==> src/rtl/counter_mod_updown.sv <==
// Modulo-N up/down counter with clear/load/enable priority, saturate-or-wrap bounds, cascade carry and a wrap pulse.
// Count and wrap pulse are registered (1-cycle); tc/co are combinational; there is no backpressure, so an input takes effect on every edge.
module counter_mod_updown #(
    parameter int              WIDTH    = 8,
    parameter longint unsigned MODULUS  = longint'(1) << WIDTH,
    parameter int              SATURATE = 0
) (
    input  logic             i_clk,
    input  logic             i_rst_n,
    input  logic             i_clear,
    input  logic             i_load,
    input  logic [WIDTH-1:0] i_load_val,
    input  logic             i_enable,
    input  logic             i_up,
    output logic [WIDTH-1:0] o_count_ff,
    output logic             o_co,
    output logic             o_tc,
    output logic             o_wrap_ff
);

    localparam logic [WIDTH-1:0] MAX_VAL = WIDTH'(MODULUS - 64'd1);
    localparam logic [WIDTH-1:0] ONE     = WIDTH'(1);

    logic [WIDTH-1:0] count_q, count_d;
    logic             wrap_q, wrap_d;
    logic             at_max, at_zero, load_in_range;

    assign at_max        = (count_q == MAX_VAL);
    assign at_zero       = (count_q == '0);
    // Zero-extend to 64 bits so the range test also holds when MODULUS is 2**32.
    assign load_in_range = ({{(64-WIDTH){1'b0}}, i_load_val} < MODULUS);

    assign o_tc       = i_up ? at_max : at_zero;
    assign o_co       = o_tc & i_enable & ~i_load & ~i_clear;
    assign o_count_ff = count_q;
    assign o_wrap_ff  = wrap_q;

    always_comb begin
        count_d = count_q;
        wrap_d  = 1'b0;
        if (i_clear) begin
            count_d = '0;
        end else if (i_load) begin
            count_d = load_in_range ? i_load_val : MAX_VAL;
        end else if (i_enable) begin
            if (i_up) begin
                if (!at_max) begin
                    count_d = count_q + ONE;
                end else if (SATURATE != 0) begin
                    count_d = MAX_VAL;
                end else begin
                    count_d = '0;
                    wrap_d  = 1'b1;
                end
            end else begin
                if (!at_zero) begin
                    count_d = count_q - ONE;
                end else if (SATURATE != 0) begin
                    count_d = '0;
                end else begin
                    count_d = MAX_VAL;
                    wrap_d  = 1'b1;
                end
            end
        end
    end

    always_ff @(posedge i_clk) begin
        if (!i_rst_n) begin
            count_q <= '0;
            wrap_q  <= 1'b0;
        end else begin
            count_q <= count_d;
            wrap_q  <= wrap_d;
        end
    end

endmodule

==> config.mk <==
export PLATFORM = sky130hd
export DESIGN_NAME = counter_mod_updown
export DESIGN_NICKNAME = d
export VERILOG_FILES = /design/src/rtl/counter_mod_updown.sv
export SDC_FILE = /design/constraint.sdc
export NUM_CORES = 1
export LEC_CHECK = 0
export ABC_CLOCK_PERIOD_IN_PS = 1900
export BUFFER_PORTS_ARGS = -buffer_cell sky130_fd_sc_hd__buf_4
export CAP_MARGIN = 20
export CORE_ASPECT_RATIO = 0.6
export CORE_MARGIN = 1.5
export CORE_UTILIZATION = 40
export CTS_BUF_LIST = sky130_fd_sc_hd__clkbuf_16
export CTS_CLUSTER_DIAMETER = 60
export DETAILED_ROUTE_END_ITERATION = 12
export GPL_TIMING_DRIVEN = 0
export PLACE_DENSITY_LB_ADDON = 0.25
export SETUP_SLACK_MARGIN = 0.15
export SLEW_MARGIN = 20
export SYNTH_ARGS = -nofsm -noshare
export SYNTH_HDL_FRONTEND = slang
export SYNTH_SLANG_ARGS = --single-unit
==> constraint.sdc <==
create_clock -name i_clk -period 1.9 [get_ports i_clk]
set_input_delay 0.095 -clock i_clk [delete_from_list [all_inputs] [get_ports i_clk]]
set_output_delay 0.095 -clock i_clk [all_outputs]
set_load 0.01 [all_outputs]
==> results of run 1 <==
## area by class of cell
type	count	area, um^2	area share (%)
Clock inverter	1	3.75	0.272
Buffer	8	62.6	4.53
Tap cell	28	35.0	2.54
Sequential cell	9	191	13.9
Multi-Input combinational cell	93	678	49.1
Timing Repair Buffer	39	300	21.7
Clock buffer	3	75.1	5.43
Inverter	8	35.0	2.54
## synth_stat cells (all sizes together), types with 3 or more instances
| cell type | number |
|---|---|
| o211ai | 3 |
| nand2 | 9 |
| nor2 | 6 |
| o21ai | 9 |
| ha | 3 |
| nand2b | 3 |
| buf | 6 |
| a21oi | 9 |
| inv | 8 |
| or4 | 3 |
| a31oi | 4 |
| nand3 | 7 |
| dfxtp | 9 |
## layout by cell type (no fill, tap or decap), drive strengths merged, types with 3 or more instances in the layout
cell type and instances:
buf 45, a21oi 9, nand2 9, o21ai 9, inv 9, dfxtp 9, nand3 7, nor2 6
clkbuf 5, a31oi 4, nand2b 3, o211ai 3, or4 3, ha 3
## cell families (layout without fill, tap and decap cells)
group	after synthesis	after routing	synth area share, %
compound gates	42	42	32.0
xor+xnor	3	3	3.00
fa+ha+maj	3	3	4.28
buf+inv	16	59	8.42
flops	9	9	20.5
mux	1	1	1.14
simple gates	44	44	30.7
## metal layers
| layer | track usage, % | wire (um) | vias up |
|---|---|---|---|
| met5 | 0 | 0 | - |
| met2 | 47.9 | 1550 | 92 |
| met4 | 14.7 | 117 | 0 |
| li1 | - | - | 535 |
| met1 | 33.4 | 1420 | 552 |
| met3 | 9.20 | 435 | 16 |
## power by group
group          switching, mW  total (mW)  leakage (nW)  internal, mW
combinational          0.132       0.258         0.447         0.127
clock                  0.104       0.381        0.0423         0.276
sequential            0.0128       0.211        0.0763         0.198
total                  0.249       0.850         0.565         0.601
## critical path: stages (launching register included)
cell and delay [ns]:
dfxtp_4 0.37, inv_4 0.08, ha_4 0.14, or3b_4 0.38, o31a_1 0.35, nor4b_4 0.22
buf_4 0.15
## state kept, by name, indices dropped and copies added, names as in the netlist
name,cells
o_wrap_ff,1
o_count_ff,8
## worst paths after layout
check	end	slack [ns]
worst max-delay path	o_co	-0.13
worst min-delay path	o_count_ff[4]	0.11
worst max register to register	o_count_ff[4]	0.06
worst min register to register	o_count_ff[0]	0.66
## stage by stage
step	cell area [um^2]	util, %	cells	setup slack, ns
after floorplan	895	-	118	0.157
after global placement	1110	56.9	170	-0.0468
after detailed placement	1110	56.9	170	-0.0673
after CTS	1270	65.2	181	-0.120
after global routing	1380	70.8	189	-0.175
final	1380	70.8	189	-0.134
## timing repair
item / CTS / global route
pin swaps: 4 / 2
endpoints found under the setup margin: 3 / 6
endpoints found under the hold margin: 0 / 0
buffers inserted: 7 / 8
gates resized for setup: 15 / 12
==> results.cfg, run 1 <==
[setup_path]
critPathRequiredTime_ns = 1.80
crit_start = o_count_ff[0]
start_kind = flop
timing.rr.start = o_count_ff[0]
path_class = reg2out
r2r_cells = 7
crit_arrival_ns = 1.94
crit_path_end_kind = output port
crit_fanout = 4

[drt]
drtPass1Iterations = 4
wl_per_cell_um = 18.7
wirelength_mm = 3.53
ant_nets = 0
via_per_inst = 6.32
vias = 1195
dr.first_iter.drc_count = 145
drc = 0

[timing]
fin_crit_ns = 2.03
setup_viol = 2
whs_ns = 0.108
setup_ws_ns = -0.134
drv_slew = 0
max_freq_mhz = 492
rsz0062_at_grt = yes
slew_headroom_pct = 58.6
worst_pin_slew_ns = 0.621
final.setup_skew_ns = 0.00146
period_share_pct = 107
fin_tns_setup_ns = -0.173
hold_violations = 0

[logic_synthesis]
yosys.area.top_type_share_pct = 20.5
yosysSeqAreaShare_pct = 20.5
synthCells = 118
synth-edff-count = 0
yosys_warnings = 0
async_reset_ff_share_pct = 0
avgSynthCellArea_um2 = 7.43
syn-cell-area_um2 = 877
synthFlopType = dfxtp_1
synth_nets = 135
ys_ff_latch = 9
yosys.area.top_type = dfxtp_1
synth_cell_types = 42
synth_area_leaders = dfxtp_1 (21%), a21oi_1 (5.1%), o21ai_0 (5.1%), ha_1 (4.3%), nand3_1 (4.0%)

[cells_and_area]
area_delta_synth_final_pct = 57.5
final_layout_size_suffix_gt1_share_pct = 42.2
nFillCells = 158
n_antenna_cell = 0
fin_nets = 179

[outcome]
violations = setup timing
status = finished, violations left

[placement]
port_buffers = 24
hpwl_mm = 2.03
gp_congestion = 0.873

[clocking]
clk_pin_slew_ns = 0.04
htree_levels = 1
cts_buffers = 3
ctsHoldBuffers = 0
clk_path_buf_depth = 2
cts_sinks = 9
cts_tree = built
clk_latency_ns = 0.24
cts_root_buf = clkbuf_16

[power_and_ir_drop]
vdd_ir_drop_max_mv = 0.429
leakage_nw = 0.565
p_total_mw = 0.850
p_per_area_mw_per_mm2 = 615

[worst_hold_path]
min_path_cells = 3
min_from = i_load_val[4]
worstHoldPathType = in2reg

[global_route]
grt_max_degree = 11
grt_pass1_wl_mm = 5.11
grt_pass1_vias = 1100
antenna_found_initial = 0
grt_overflow = 0
grt_usage_pct = 28.4

[die]
fp.dieArea_mm2 = 0.00249
die_x_um = 63.5
ios = 25
die_h_um = 39.3
core-area_mm2 = 0.00195
fp-row-count = 12
start_util_pct = 44.9

[job]
cap_violations = 0
Power figures use the tool's default switching activity.
==> run 2, diff against run 1 <==
--- a/config.mk
+++ b/config.mk
@@ -5,6 +5,7 @@
 export SDC_FILE = /design/constraint.sdc
 export NUM_CORES = 1
 export LEC_CHECK = 0
+export ABC_AREA = 1
 export ABC_CLOCK_PERIOD_IN_PS = 1900
 export BUFFER_PORTS_ARGS = -buffer_cell sky130_fd_sc_hd__buf_4
 export CAP_MARGIN = 20
@@ -15,7 +16,7 @@
 export CTS_CLUSTER_DIAMETER = 60
 export DETAILED_ROUTE_END_ITERATION = 12
 export GPL_TIMING_DRIVEN = 0
-export PLACE_DENSITY_LB_ADDON = 0.25
+export PLACE_DENSITY = 0.7
 export SETUP_SLACK_MARGIN = 0.15
 export SLEW_MARGIN = 20
 export SYNTH_ARGS = -nofsm -noshare
==> run 2 against run 1 <==
- the run now ends clean
- clock-buffer cell count is the same
- area after synthesis rose by 9.3%
- core utilization fell by 11 points
- non-clock buffer count fell by 13
- clock skew grew 0.0020 ns
- setup slack improved by 0.39 ns
- combinational power decreased by 5%
- sequential share of layout area rose by 0.45 points
- critical path type unchanged
- first-iteration DRC count fell by 54%
- cell count up 14%
- final area shrank 5.1%
==> results.cfg, run 2 <==
[timing]
fin_tns_setup_ns = 0
drv_slew = 0
rsz0062_at_grt = no
period_share_pct = 86.7
final.setup_skew_ns = 0.00345
hold_violations = 0
max_freq_mhz = 607
slew_headroom_pct = 69.4
setup_viol = 0
setup_ws_ns = 0.252
fin_crit_ns = 1.65
worst_pin_slew_ns = 0.459

[global_route]
grt_pass1_vias = 893
grt_usage_pct = 21.2
grt_max_degree = 11
grt_overflow = 0
grt_pass1_wl_mm = 4.05
antenna_found_initial = 0

[power_and_ir_drop]
p_total_mw = 0.820
vdd_ir_drop_max_mv = 0.450
leakage_nw = 0.628
p_per_area_mw_per_mm2 = 625

[logic_synthesis]
synth_cell_types = 33
async_reset_ff_share_pct = 0
ys_ff_latch = 9
synth_nets = 172
yosys_warnings = 0
yosysMostFrequentCell = nand2_1
synthFlopType = dfxtp_1
synthCells = 155
yosysSeqAreaShare_pct = 18.8
synthTopCellsByCount = nand2_1 (48), nand3_1 (14), nor2_1 (13)
yosys.area.top_type_share_pct = 18.8
synth_area_leaders = dfxtp_1 (19%), nand2_1 (19%), nand3_1 (7.3%), nor2_1 (5.1%), nor2_4 (4.7%)
synth-edff-count = 0
avgSynthCellArea_um2 = 6.18
syn-cell-area_um2 = 958
yosys.area.top_type = dfxtp_1

[setup_path]
crit_fanout = 10
crit_path_end_kind = output port
start_kind = flop
path_class = reg2out
r2r_cells = 9
crit_slowest_cell = dfxtp_1
crit_path_end = o_co
crit_start = o_count_ff[4]
critPathRequiredTime_ns = 1.80
crit_arrival_ns = 1.55
max_stage_delay_ns = 0.36
worst-path-buf-inv = 2
cp.depth = 8
timing.rr.start = o_count_ff[0]
path_delay_family = simple AND/OR/NAND/NOR gates
r2r-end = o_count_ff[3]
r2r_slack_ns = 0.43
crit_chain = buf_4, nand2_1, nor2_1, nand2_1, nand2_2, o21ai_2, nor3_1, buf_4

[drt]
drtPass1Iterations = 4
ant_nets = 0
wl_per_cell_um = 12.1
drc = 0
vias = 1083
via_per_inst = 5.04
dr.first_iter.drc_count = 67
wirelength_mm = 2.60

[cells_and_area]
n_antenna_cell = 0
area_delta_synth_final_pct = 36.8
fin_util_pct = 59.3
largest_reg_flops = 8
final_common_cell = nand2_1
nFillCells = 211
fin_nets = 203
layout_common_cells = nand2_1 (47), buf_4 (28), nand3_1 (14)
final_layout_size_suffix_gt1_share_pct = 36.2

[die]
fp.dieArea_mm2 = 0.00271
ios = 25
start_util_pct = 43.3
core-area_mm2 = 0.00221
fp-row-count = 13
die_h_um = 40.9
die_x_um = 66.2

[placement]
hpwl_mm = 2.01
port_buffers = 23
post-place-ws_ns = 0.294
gp_congestion = 0.875

[clocking]
cts_root_buf = clkbuf_16
clk_latency_ns = 0.23
cts_sinks = 9
cts_tree = built
clk_path_buf_depth = 2
cts_buffers = 3
clk_pin_slew_ns = 0.04
htree_levels = 1

[outcome]
status = finished, final reports clean

[job]
cap_violations = 0

[worst_hold_path]
worstHoldPathType = in2reg
## run 2: changes by cell type after synthesis, sizes merged, moves of 3 or more
| cell | previous run | this run |
|---|---|---|
| nand2b | 3 | 0 |
| inv | 8 | 16 |
| or4 | 3 | 0 |
| nor2 | 6 | 21 |
| nand2 | 9 | 53 |
| nand3 | 7 | 15 |
| a21oi | 9 | 6 |
## run 2: worst register-to-register path, cell delays in order, from the launching register on
cell      delay, ns
dfxtp_4        0.36
ha_4           0.16
nand2_2        0.11
nor2_4         0.05
nand2_1        0.09
nand2_2        0.07
buf_4          0.16
o211ai_1       0.19
nand2_1        0.08
a21oi_1        0.13
## run 2: worst min path at each step
stage / depth (start not counted) / endpoint / start / slack (ns)
floorplan: 1 / o_wrap_ff / i_clear / 0.17
global placement: 2 / o_wrap_ff / i_clear / 0.28
detailed placement: 2 / o_wrap_ff / i_clear / 0.30
CTS: 2 / o_wrap_ff / i_clear / 0.06
global route: 2 / o_wrap_ff / i_clear / 0.06
finish: 2 / o_wrap_ff / i_clear / 0.06
## run 2: area by class of cell
class                           count  area, um^2  area share [%]
Clock inverter                      1        3.75           0.286
Multi-Input combinational cell    122         692            52.8
Buffer                              8        55.1            4.20
Inverter                           16        65.1            4.96
Tap cell                           30        37.5            2.86
Clock buffer                        3        75.1            5.73
Sequential cell                     9         188            14.3
Timing Repair Buffer               26         195            14.9
## run 2: per-stage QoR
step	area, um^2	std cells	hold slack (ns)
5_1_grt	1310	215	0.0627
3_3_place_gp	1170	208	0.280
3_5_place_dp	1170	208	0.298
2_1_floorplan	958	155	0.166
6_report	1310	215	0.0573
4_1_cts	1260	212	0.0568
## run 2: cells by family (layout without fill, tap and decap cells)
group                      count (synthesis)  in the layout  share of synthesized area [%]
adders and majority gates                  3              3                           3.92
AOI/OAI and AO/OA                         19             19                           11.4
DFF                                        9              9                           18.8
and+or+nand+nor                           96             96                           50.0
buffers and inverters                     24             54                           12.3
xor gates and xnor gates                   4              4                           3.66
## run 2: where the power goes
part	internal [mW]	switching [mW]	total, mW	leakage [nW]
logic	0.107	0.139	0.245	0.511
registers	0.197	0.0107	0.208	0.0750
clock network	0.275	0.0920	0.367	0.0423
total	0.579	0.241	0.820	0.628
## run 2: routing by layer
layer,part of all wire [%],vias to the layer above,GRT usage [%],wire length (um)
li1,-,561,-,-
met1,45,479,26.7,1170
met2,45,41,35.3,1180
met3,9.3,2,9.07,242
met4,0.27,0,3.06,7
met5,0,-,0,0
## run 2: repair_timing
item	in CTS	in global routing
resized for setup	4	7
hold endpoints to repair	0	0
setup buffers	0	3
hold buffers	0	0
setup endpoints to repair	2	1
cloned	0	0
pin swaps	0	1
==> run 3, diff against run 2 <==
--- a/config.mk
+++ b/config.mk
@@ -17,6 +17,7 @@
 export DETAILED_ROUTE_END_ITERATION = 12
 export GPL_TIMING_DRIVEN = 0
 export PLACE_DENSITY = 0.7
+export RECOVER_POWER = 50
 export SETUP_SLACK_MARGIN = 0.15
 export SLEW_MARGIN = 20
 export SYNTH_ARGS = -nofsm -noshare
==> run 3 against run 2 <==
- sequential cell count is the same
- die area is the same
- fmax shrank 3.3%
- wire length grew 0.46%
- register-to-register slack is essentially flat
- highest routed layer unchanged
- global-route usage is the same
- clock skew is essentially flat
==> results.cfg, run 3 (synthesized netlist as in run 2, its figures left out) <==
[outcome]
status = finished, final reports clean

[clocking]
clk_path_buf_depth = 2
clk_pin_slew_ns = 0.04
cts_buffers = 3
cts_root_buf = clkbuf_16
clk_latency_ns = 0.23
cts_sinks = 9
htree_levels = 1
cts_tree = built

[power_and_ir_drop]
leakage_nw = 0.598
p_total_mw = 0.810
p_per_area_mw_per_mm2 = 637
vdd_ir_drop_max_mv = 0.449

[timing]
slew_headroom_pct = 69.5
fin_tns_setup_ns = 0
setup_ws_ns = 0.195
fin_crit_ns = 1.70
setup_viol = 0
drv_slew = 0
max_freq_mhz = 587
final.setup_skew_ns = 0.00355
rsz0062_at_grt = no
hold_violations = 0
period_share_pct = 89.7
worst_pin_slew_ns = 0.458

[cells_and_area]
seqCellArea_um2 = 188
layout_common_cells = nand2_1 (47), buf_4 (21), nand3_1 (14)
final_cell_area_mm2 = 0.00127
final_common_cell = nand2_1
final_layout_size_suffix_gt1_share_pct = 31.9
nFillCells = 217
multi_input_area_um2 = 679
n_antenna_cell = 0
largest_reg_flops = 8
area_delta_synth_final_pct = 32.8
final_cells = 215
fin_nets = 203

[setup_path]
r2r-end = o_count_ff[3]
r2r_cells = 9
crit_arrival_ns = 1.61
timing.rr.start = o_count_ff[0]
crit_path_end_kind = output port
crit_fanout = 8
r2r_slack_ns = 0.43
start_kind = flop
path_class = reg2out
critPathRequiredTime_ns = 1.80

[worst_hold_path]
worstHoldPathType = in2reg
min_path_cells = 2
holdPathEnd = o_wrap_ff
min_from = i_clear

[placement]
post-place-ws_ns = 0.294
post_dp_cell_area_mm2 = 0.00117
hpwl_mm = 2.01
port_buffers = 23
gp_congestion = 0.875
dp.cells = 208

[die]
die_x_um = 66.2
fp-row-count = 13
die_h_um = 40.9
core-area_mm2 = 0.00221
start_util_pct = 43.3
fp.dieArea_mm2 = 0.00271
ios = 25

[drt]
via_per_inst = 5.05
dr.first_iter.drc_count = 64
wl_per_cell_um = 12.1
wirelength_mm = 2.61
vias = 1086
drtPass1Iterations = 4
drc = 0
ant_nets = 0

[global_route]
grt_max_degree = 11
grt_usage_pct = 21.2
grt_pass1_vias = 893
antenna_found_initial = 0
grt_pass1_wl_mm = 4.05
grt_overflow = 0

[job]
cap_violations = 0
==> run 3: changes by cell type in the layout (fill, tap and decap cells not counted) <==
cell	before	now
ha_4	2	1
ha_1	1	2
clkbuf_1	2	9
buf_4	28	21
==> run 3: routing by layer <==
layer,routed length (um),GRT usage [%],part of all wire (%),vias up
met5,0,0,0,-
met4,7,3.06,0.27,0
met3,230,9.07,8.8,2
met2,1170,35.3,45,46
met1,1210,26.7,46,479
li1,-,-,-,559
==> run 3: how the worst max path moves through the flow <==
stage | start | slack, ns | end
final | o_count_ff[0] | 0.20 | o_co
after detailed placement | o_count_ff[1] | 0.29 | o_co
after global placement | o_count_ff[1] | 0.30 | o_co
after CTS | o_count_ff[0] | 0.18 | o_co
after global routing | o_count_ff[0] | 0.11 | o_co
after floorplan | o_count_ff[1] | 0.42 | o_co
==> run 3: final cells by class <==
class	instances	area share (%)
inverters	16	5.11
clock inverters	1	0.295
clock buffers	3	5.90
repair buffers	26	13.3
multi-input cells	122	53.4
well taps	30	2.95
flip-flops and latches	9	14.7
plain buffers	8	4.33
==> run 3: per-stage QoR <==
| stage | utilization [%] | hold WS, ns |
|---|---|---|
| global placement | 52.8 | 0.280 |
| finish | 57.5 | 0.0575 |
| global route | 57.5 | 0.0627 |
| CTS | 56.8 | 0.0568 |
| detailed placement | 52.8 | 0.298 |
| floorplan | - | 0.166 |
==> run 3: critical path: stages, from the launching register on <==
cell	delay, ns
dfxtp_4	0.36
inv_4	0.11
ha_1	0.22
nand2_4	0.08
nor2_8	0.16
o21ai_2	0.09
nor3_1	0.20
buf_4	0.15
==> run 3: power breakdown <==
group          leakage [nW]  internal [mW]  total [mW]  switching (mW)
clock network        0.0423          0.275       0.366          0.0914
registers            0.0750          0.197       0.207          0.0105
logic                 0.480         0.0994       0.237           0.137
==> run 3: timing repair <==
item                                    in CTS  in global routing
gates resized for setup                      4                  7
buffers inserted                             0                  3
hold buffers                                 0                  0
endpoints found under the setup margin       2                  1
pin swaps                                    0                  1
